$ cat src/rtl/xtea_pkg.sv
// rtl/xtea_pkg.sv - shared types and widths for the XTEA request scheduler
package xtea_pkg;

  localparam int XTEA_BLK_W = 64;
  localparam int XTEA_KEY_W = 128;

  typedef enum logic [1:0] {
    IDLE  = 2'd0,
    ISSUE = 2'd1,
    WAIT  = 2'd2,
    RESP  = 2'd3
  } sched_state_t;

endpackage

$ cat src/rtl/rr_arbiter.sv
// rtl/rr_arbiter.sv - combinational round-robin picker, searches upward from ptr+1
module rr_arbiter #(
  parameter int NREQ = 4,
  parameter int IW   = $clog2(NREQ)
) (
  input  logic [NREQ-1:0] req_i,
  input  logic [IW-1:0]   ptr_i,
  output logic [NREQ-1:0] gnt_o,
  output logic [IW-1:0]   idx_o,
  output logic            any_o
);

  logic [IW-1:0] cand;

  always_comb begin
    gnt_o = '0;
    idx_o = '0;
    any_o = 1'b0;
    cand  = '0;
    // i = NREQ wraps back to ptr itself, so the last winner is considered last
    for (int i = 1; i <= NREQ; i++) begin
      cand = IW'((int'(ptr_i) + i) % NREQ);
      if (!any_o && req_i[cand]) begin
        any_o       = 1'b1;
        idx_o       = cand;
        gnt_o[cand] = 1'b1;
      end
    end
  end

endmodule

$ cat src/rtl/xtea_sched.sv
// rtl/xtea_sched.sv - round-robin scheduler sharing one iterative XTEA core
// Optional watchdog abort: define XTEA_SCHED_TIMEOUT_EN.
module xtea_sched
  import xtea_pkg::*;
#(
  parameter int NREQ    = 4,
  parameter int TIMEOUT = 64
) (
  input  logic                         clk,
  input  logic                         reset,
  input  logic [NREQ-1:0]              req_valid,
  output logic [NREQ-1:0]              req_ready,
  input  logic [NREQ*XTEA_BLK_W-1:0]   req_data,
  input  logic [NREQ*XTEA_KEY_W-1:0]   req_key,
  output logic                         rsp_valid,
  input  logic                         rsp_ready,
  output logic [$clog2(NREQ)-1:0]      rsp_id,
  output logic [XTEA_BLK_W-1:0]        rsp_data,
  output logic                         rsp_err,
  output logic                         core_start,
  output logic [XTEA_BLK_W-1:0]        core_in,
  output logic [XTEA_KEY_W-1:0]        core_key,
  input  logic                         core_done,
  input  logic [XTEA_BLK_W-1:0]        core_out
);

  localparam int IW = $clog2(NREQ);

  sched_state_t          state_q, state_d;
  logic [IW-1:0]         ptr_q, ptr_d;
  logic [IW-1:0]         idx_q, idx_d;
  logic [XTEA_BLK_W-1:0] blk_q, blk_d;
  logic [XTEA_KEY_W-1:0] key_q, key_d;
  logic [XTEA_BLK_W-1:0] rdata_q, rdata_d;
  logic                  err_d;

  logic [NREQ-1:0]       arb_gnt;
  logic [IW-1:0]         arb_idx;
  logic                  arb_any;

  rr_arbiter #(
    .NREQ (NREQ),
    .IW   (IW)
  ) u_arb (
    .req_i (req_valid),
    .ptr_i (ptr_q),
    .gnt_o (arb_gnt),
    .idx_o (arb_idx),
    .any_o (arb_any)
  );

`ifdef XTEA_SCHED_TIMEOUT_EN
  localparam int CW = $clog2(TIMEOUT + 1);

  logic [CW-1:0] cnt_q, cnt_d;
  logic          err_q;
`endif

  always_comb begin
    state_d = state_q;
    ptr_d   = ptr_q;
    idx_d   = idx_q;
    blk_d   = blk_q;
    key_d   = key_q;
    rdata_d = rdata_q;
`ifdef XTEA_SCHED_TIMEOUT_EN
    cnt_d   = cnt_q;
    err_d   = err_q;
`else
    err_d   = 1'b0;
`endif
    case (state_q)
      IDLE: begin
        if (arb_any) begin
          idx_d   = arb_idx;
          blk_d   = req_data[int'(arb_idx)*XTEA_BLK_W +: XTEA_BLK_W];
          key_d   = req_key[int'(arb_idx)*XTEA_KEY_W +: XTEA_KEY_W];
          state_d = ISSUE;
        end
      end
      ISSUE: begin
`ifdef XTEA_SCHED_TIMEOUT_EN
        cnt_d   = '0;
`endif
        state_d = WAIT;
      end
      WAIT: begin
        // a done arriving in the same cycle as the watchdog limit still wins
        if (core_done) begin
          rdata_d = core_out;
          err_d   = 1'b0;
          state_d = RESP;
`ifdef XTEA_SCHED_TIMEOUT_EN
        end else if (cnt_q == CW'(TIMEOUT - 1)) begin
          rdata_d = '0;
          err_d   = 1'b1;
          state_d = RESP;
        end else begin
          cnt_d   = cnt_q + 1'b1;
`endif
        end
      end
      RESP: begin
        if (rsp_ready) begin
          ptr_d   = idx_q;
          state_d = IDLE;
        end
      end
      default: state_d = IDLE;
    endcase
  end

  always_ff @(posedge clk) begin
    if (reset) begin
      state_q <= IDLE;
      ptr_q   <= IW'(NREQ - 1);
      idx_q   <= '0;
      blk_q   <= '0;
      key_q   <= '0;
      rdata_q <= '0;
    end else begin
      state_q <= state_d;
      ptr_q   <= ptr_d;
      idx_q   <= idx_d;
      blk_q   <= blk_d;
      key_q   <= key_d;
      rdata_q <= rdata_d;
    end
  end

`ifdef XTEA_SCHED_TIMEOUT_EN
  always_ff @(posedge clk) begin
    if (reset) begin
      cnt_q <= '0;
      err_q <= 1'b0;
    end else begin
      cnt_q <= cnt_d;
      err_q <= err_d;
    end
  end

  assign rsp_err = err_q;
`else
  // without the watchdog the limit and the abort flag have no role
  logic unused_timeout;
  assign unused_timeout = (^TIMEOUT) ^ err_d;
  assign rsp_err        = 1'b0;
`endif

  assign req_ready  = (state_q == IDLE && !reset) ? arb_gnt : '0;
  assign core_start = (state_q == ISSUE);
  assign rsp_valid  = (state_q == RESP);
  assign rsp_id     = idx_q;
  assign rsp_data   = rdata_q;
  assign core_in    = blk_q;
  assign core_key   = key_q;

endmodule

$ cat config.mk
export PLATFORM = sky130hd
export DESIGN_NAME = xtea_sched
export DESIGN_NICKNAME = d
export VERILOG_FILES = /design/src/rtl/xtea_pkg.sv /design/src/rtl/rr_arbiter.sv /design/src/rtl/xtea_sched.sv
export SDC_FILE = /design/constraint.sdc
export NUM_CORES = 1
export LEC_CHECK = 0
export ABC_AREA = 1
export CAP_MARGIN = 20
export CELL_PAD_IN_SITES_DETAIL_PLACEMENT = 2
export CELL_PAD_IN_SITES_GLOBAL_PLACEMENT = 2
export CORE_AREA = 2 2 436 438
export DETAILED_ROUTE_END_ITERATION = 10
export DIE_AREA = 0 0 438 440
export GPL_ROUTABILITY_DRIVEN = 0
export HOLD_SLACK_MARGIN = 0.15
export PLACE_DENSITY_LB_ADDON = 0.08
export SYNTH_ARGS = -nofsm -noshare
export SYNTH_HDL_FRONTEND = slang
export SYNTH_HIERARCHICAL = 1
export SYNTH_SLANG_ARGS = --single-unit
$ cat constraint.sdc
create_clock -name clk -period 2.25 [get_ports clk]
set_input_delay 0.3375 -clock clk [delete_from_list [all_inputs] [get_ports clk]]
set_output_delay 0.3375 -clock clk [all_outputs]
set_load 0.01 [all_outputs]
# Word level (Yosys, flattened, before mapping)
# Cells that the tools add are included.
# totals
input_bits	840
reg_bits	262
wordCells	79
# classes
n_bitwise	3
n_addsub	4
n_mux	33
order_cmp	8
shifts	2
eq_ne	6
n_reduce_logical	17
# op_table
op	count
$shiftx 512x10->128	1
$shiftx 256x9->64	1
$mux 4	5
$mux 2	7
$lt 2x3->1 const B	4
$mux 1	12
$or 4x4->4	3
$bmux 1 s2	4
$demux 1 s2	4
$ge 2x1->1 const B	4
$logic_and 1x1->1	8
$pmux 2 s4	1
$reduce_and 2->1	3
$add 2x1->2 const B	2
$add 2x2->2 const B	2
$eq 2x2->1 const B	2
$logic_not 1->1	4
$ne 2x2->1 const B	2
$reduce_and 3->1	1
$eq 2x1->1 const B	1
$logic_not 2->1	1
$ne 2x1->1 const B	1

# Logic depth before layout (Yosys ltp)
# depth
word_depth	15
mapped_depth	17
ltp_nobuf	13

# Hierarchy
# Netlist, hierarchy kept.
# modules_own_cells
module	instances	cells_each	seq_area_each_um2	area_per_inst_um2
xtea_sched	1	2461	5245.0	14988.1
rr_arbiter	1	81	0.0	535.5

# Worst setup path after synthesis
# OpenSTA, ideal clock, no wires.
# synth_timing
kind	register -> register
start	reg ptr_q[0]
end	reg blk_q[0] (netlist: core_in[0])
required_ns	2.131
n_path_buf	5
arrival_ns	2.302
synth_period_minus_slack_ns	2.421
setup_time_ns	0.119
stages_incl_launch_ff	18
setup_slack_ns	-0.171
path_cell_list	dfxtp_1 > buf_6 > inv_8 > ha_1 > inv_2 > nand3_4 > nand2_4 > nor2_4 > buf_6 > nand3_1 > nand3_1 > buf_2 > inv_2 > buf_2 > buf_2 > nand3_1 > nand2_1 > a21oi_1
# synth_between
elab_chain_cells	14
# synth_rtl
element	line_no	text
start, declared	xtea_sched.sv:30	logic [IW-1:0] ptr_q, ptr_d;
start signal, assigned	xtea_sched.sv:116	ptr_q <= IW'(NREQ - 1);
start signal, assigned	xtea_sched.sv:123	ptr_q <= ptr_d;
$add 2x1->2	rr_arbiter.sv:22	cand = IW'((int'(ptr_i) + i) % NREQ);
$bmux 1 s2	rr_arbiter.sv:23	if (!any_o && req_i[cand]) begin
$mux 1 (not written as such)	rr_arbiter.sv:23	
$mux 1	rr_arbiter.sv:23	
$logic_not 1->1	rr_arbiter.sv:23	
$logic_and 1x1->1	rr_arbiter.sv:23	
$mux 1	rr_arbiter.sv:23	
$logic_not 1->1	rr_arbiter.sv:23	
$logic_and 1x1->1	rr_arbiter.sv:23	
$mux 1	rr_arbiter.sv:23	
$logic_not 1->1	rr_arbiter.sv:23	
$logic_and 1x1->1	rr_arbiter.sv:23	
$mux 2 (*)	rr_arbiter.sv:23	
named net arb_idx[1]	xtea_sched.sv:38	logic [IW-1:0] arb_idx;
$shiftx 256x9->64 (*)	xtea_sched.sv:76	blk_d = req_data[int'(arb_idx)*XTEA_BLK_W +: XTEA_BLK_W];
end signal, assigned	xtea_sched.sv:125	blk_q <= blk_d;
end, declared	xtea_sched.sv:32	logic [XTEA_BLK_W-1:0] blk_q, blk_d;
# The timed path passes the listed nets; every way through them passes the cells marked *. The select of a mux whose other input is x is not followed.
# A chain may end at the register's enable or synchronous reset.

# Worst setup path in the final report
# layout_timing
start	reg ptr_q[0]
end	out req_ready[0]
# layout_between
elab_chain_cells	14
# layout_rtl
element	line_no	text
parallel branches: the longest is 12 deep, another holds $lt 2x3->1	n/a	
$mux 4 (*)	rr_arbiter.sv:23	
named net arb_gnt[0]	xtea_sched.sv:37	logic [NREQ-1:0] arb_gnt;
$mux 4 (*)	xtea_sched.sv:150	assign req_ready = (state_q == IDLE && !reset) ? arb_gnt : '0;
end, declared	xtea_sched.sv:12	output logic [NREQ-1:0] req_ready,
# Mark *: on every way through the listed nets, which the timed path passes. The select of a mux whose other input is x is not followed.

==> flow_summary.json <==
{
  "outcome": "finished, violations left",
  "violations": "setup timing",
  "syn_avg_cell_area_um2": 6.11,
  "rows": 160,
  "overflow": 0,
  "post-route-min-period_ps": 2670,
  "clk_path_buf_depth": 3,
  "drive_above_1_share_pct": 12.5,
  "synth_common_cells": "nand2_1 (1000), nand3_1 (388), dfxtp_1 (262)",
  "synth_flop_cell": "dfxtp_1",
  "first_pass_iters": 5,
  "start_util_pct": 8.23,
  "critPathCaptureType": "output pin",
  "synth_area_leaders": "dfxtp_1 (34%), nand2_1 (24%), nand3_1 (13%)",
  "cts-hold-fix-buffers": 0,
  "leakagePower_nw": 13.4,
  "synth-seq-area-share_pct": 33.8,
  "slew_viol_final": 0,
  "async_reset_ff_share_pct": 0,
  "cts_root_buf": "clkbuf_16",
  "timing_worst_setup_path_type": "flop to output pin",
  "die_y_um": 440,
  "syn_to_final_growth_pct": 117,
  "cp-start-kind": "flop",
  "hold_violations": 0,
  "drv_cap": 0,
  "wire_per_inst_um": 25.0,
  "via_count": 22300,
  "yosysWarnings": 6,
  "yosysTopAreaCell": "dfxtp_1",
  "drt-total-wl_mm": 157,
  "dp_hpwl_mm": 128,
  "placed_cell_area_um2": 30700,
  "cts_sinks": 262,
  "cts_tree": "yes",
  "synth_edf_count": 0,
  "cts_made_buffers": 47,
  "vdd_drop_max_mv": 0.653,
  "clk_latency_ps": 620,
  "fmax_mhz": 374,
  "die_x_um": 438,
  "cts.htree.levels": 2,
  "dp.cells": 6141,
  "synth_cells": 2542,
  "cts.clk_slew.worst_paths_ps": 60,
  "timing.final.crit_share_pct": 119,
  "path_max_fanout": 5,
  "finalSetupViolCount": 198,
  "core_um2": 189000,
  "ant_nets": 0,
  "ys_ff_latch": 262,
  "grt_setup_unrepaired": "yes",
  "synth_top_area_share_pct": 33.8,
  "route.detailed.drc": 0,
  "fin_cells": 6282,
  "fin_nets": 4577,
  "cp.required_ps": 1910,
  "design_area_um2": 33700,
  "grtUsageTotal_pct": 15.6,
  "via_per_inst": 3.54,
  "syn_nets": 3394,
  "drt_iter0_drc": 730,
  "crit_arrival_ps": 2340,
  "grt_pass1_vias": 24400,
  "yosysMostFrequentCell": "nand2_1",
  "power_w": 0.0419,
  "fin_ws_ps": -423,
  "dieArea_um2": 193000,
  "synth_cell_type_count": 25,
  "io_pins": 1105,
  "io_buffers": 1103,
  "skew_ps": 18.1,
  "antenna_found_initial": 75,
  "dp_slack_ps": -687,
  "grt_max_degree": 63,
  "p_per_area_nw_per_um2": 1240,
  "final_core_util_pct": 17.9,
  "grt_pass1_wl_mm": 210,
  "synthesis.area_um2": 15500,
  "min_path_type": "input pin to flop"
}
[worst paths after layout]
check | start | endpoint | slack, ps | cells after the start
min | core_out[0] | rsp_data[0]$_SDFFE_PP0P_ | 340 | 3
max reg2reg | ptr_q[0]$_SDFFE_PP1P_ | core_key[73]$_SDFFE_PP0P_ | -390 | 17
max | ptr_q[0]$_SDFFE_PP1P_ | req_ready[0] | -420 | 12
min reg2reg | rsp_data[39]$_SDFFE_PP0P_ | rsp_data[39]$_SDFFE_PP0P_ | 480 | 2
[cell families (layout without fill, tap and decap cells)]
| group | Yosys count | count (layout) | share of synthesized area (%) |
|---|---|---|---|
| other | 1 | 15 | 0.0242 |
| buffers and inverters | 243 | 1458 | 8.75 |
| DFF | 262 | 262 | 33.8 |
| and+or+nand+nor | 1560 | 1560 | 41.4 |
| AOI/OAI and AO/OA | 464 | 464 | 15.0 |
| adders and majority gates | 12 | 12 | 0.967 |
[state kept, by name, indices dropped and copies added, names as in the netlist]
signal / cells
rsp_id: 2
ptr_q: 2
state_q: 2
core_key: 128
rsp_data: 64
core_in: 64
[worst max-delay path, cell delays in order (launching register included)]
cell     delay [ps]
dfxtp_4         380
inv_8            40
ha_4            300
inv_4            50
nand3_4          70
nand2_4          70
nor2_4          160
buf_6           130
nand4_1         100
nand3_2         110
inv_2            50
nor2_4          120
buf_12          130
[routing by layer]
layer | track usage, % | routed length [um] | part of all wire, %
met5 | 0 | 223 | 0.14
met1 | 16.9 | 60100 | 38
met4 | 3.38 | 3150 | 2.0
met2 | 30.3 | 85700 | 54
met3 | 3.75 | 8090 | 5.1
[metrics by stage]
step,TNS [ps],hold slack [ps]
finish,-60760,344
global route,-101150,307
CTS,-82780,257
detailed placement,-113440,477
global placement,-108830,464
floorplan,0,490
[layout make-up]
cell class | count | area (um2)
Antenna cell | 14 | 35.0
Clock buffer | 66 | 1320
Clock inverter | 15 | 221
Fill cell | 22100 | 155000
Inverter | 32 | 174
Multi-Input combinational cell | 2037 | 9410
Sequential cell | 262 | 5250
Tap cell | 2511 | 3140
Timing Repair Buffer | 1343 | 14100
Timing Repair inverter | 2 | 17.5
[where the power goes]
part	switching [W]	total, W	leakage (nW)	internal [W]
registers	0.00115	0.00785	2.17	0.00671
clock network	0.00298	0.00761	0.756	0.00462
logic	0.0148	0.0265	10.5	0.0116
total	0.0190	0.0419	13.4	0.0230
[repair_timing]
item                                    in CTS  in global routing
setup buffers                               16                 11
endpoints found under the setup margin     201                201
resized for setup                          126                 76
pin swaps                                   16                 12
cloned                                      12                  8
[placed cells by master, fill, tap and decap left out, drive strengths merged, types with 8 or more instances in the layout]
| cell type | n |
|---|---|
| a21oi | 203 |
| buf | 231 |
| clkbuf | 73 |
| clkdlybuf4s50 | 1099 |
| clkinv | 8 |
| dfxtp | 262 |
| diode | 14 |
| ha | 12 |
| inv | 35 |
| nand2 | 1008 |
| nand3 | 390 |
| nor2 | 156 |
| o21ai | 257 |
(Power assumes the default switching activity.)
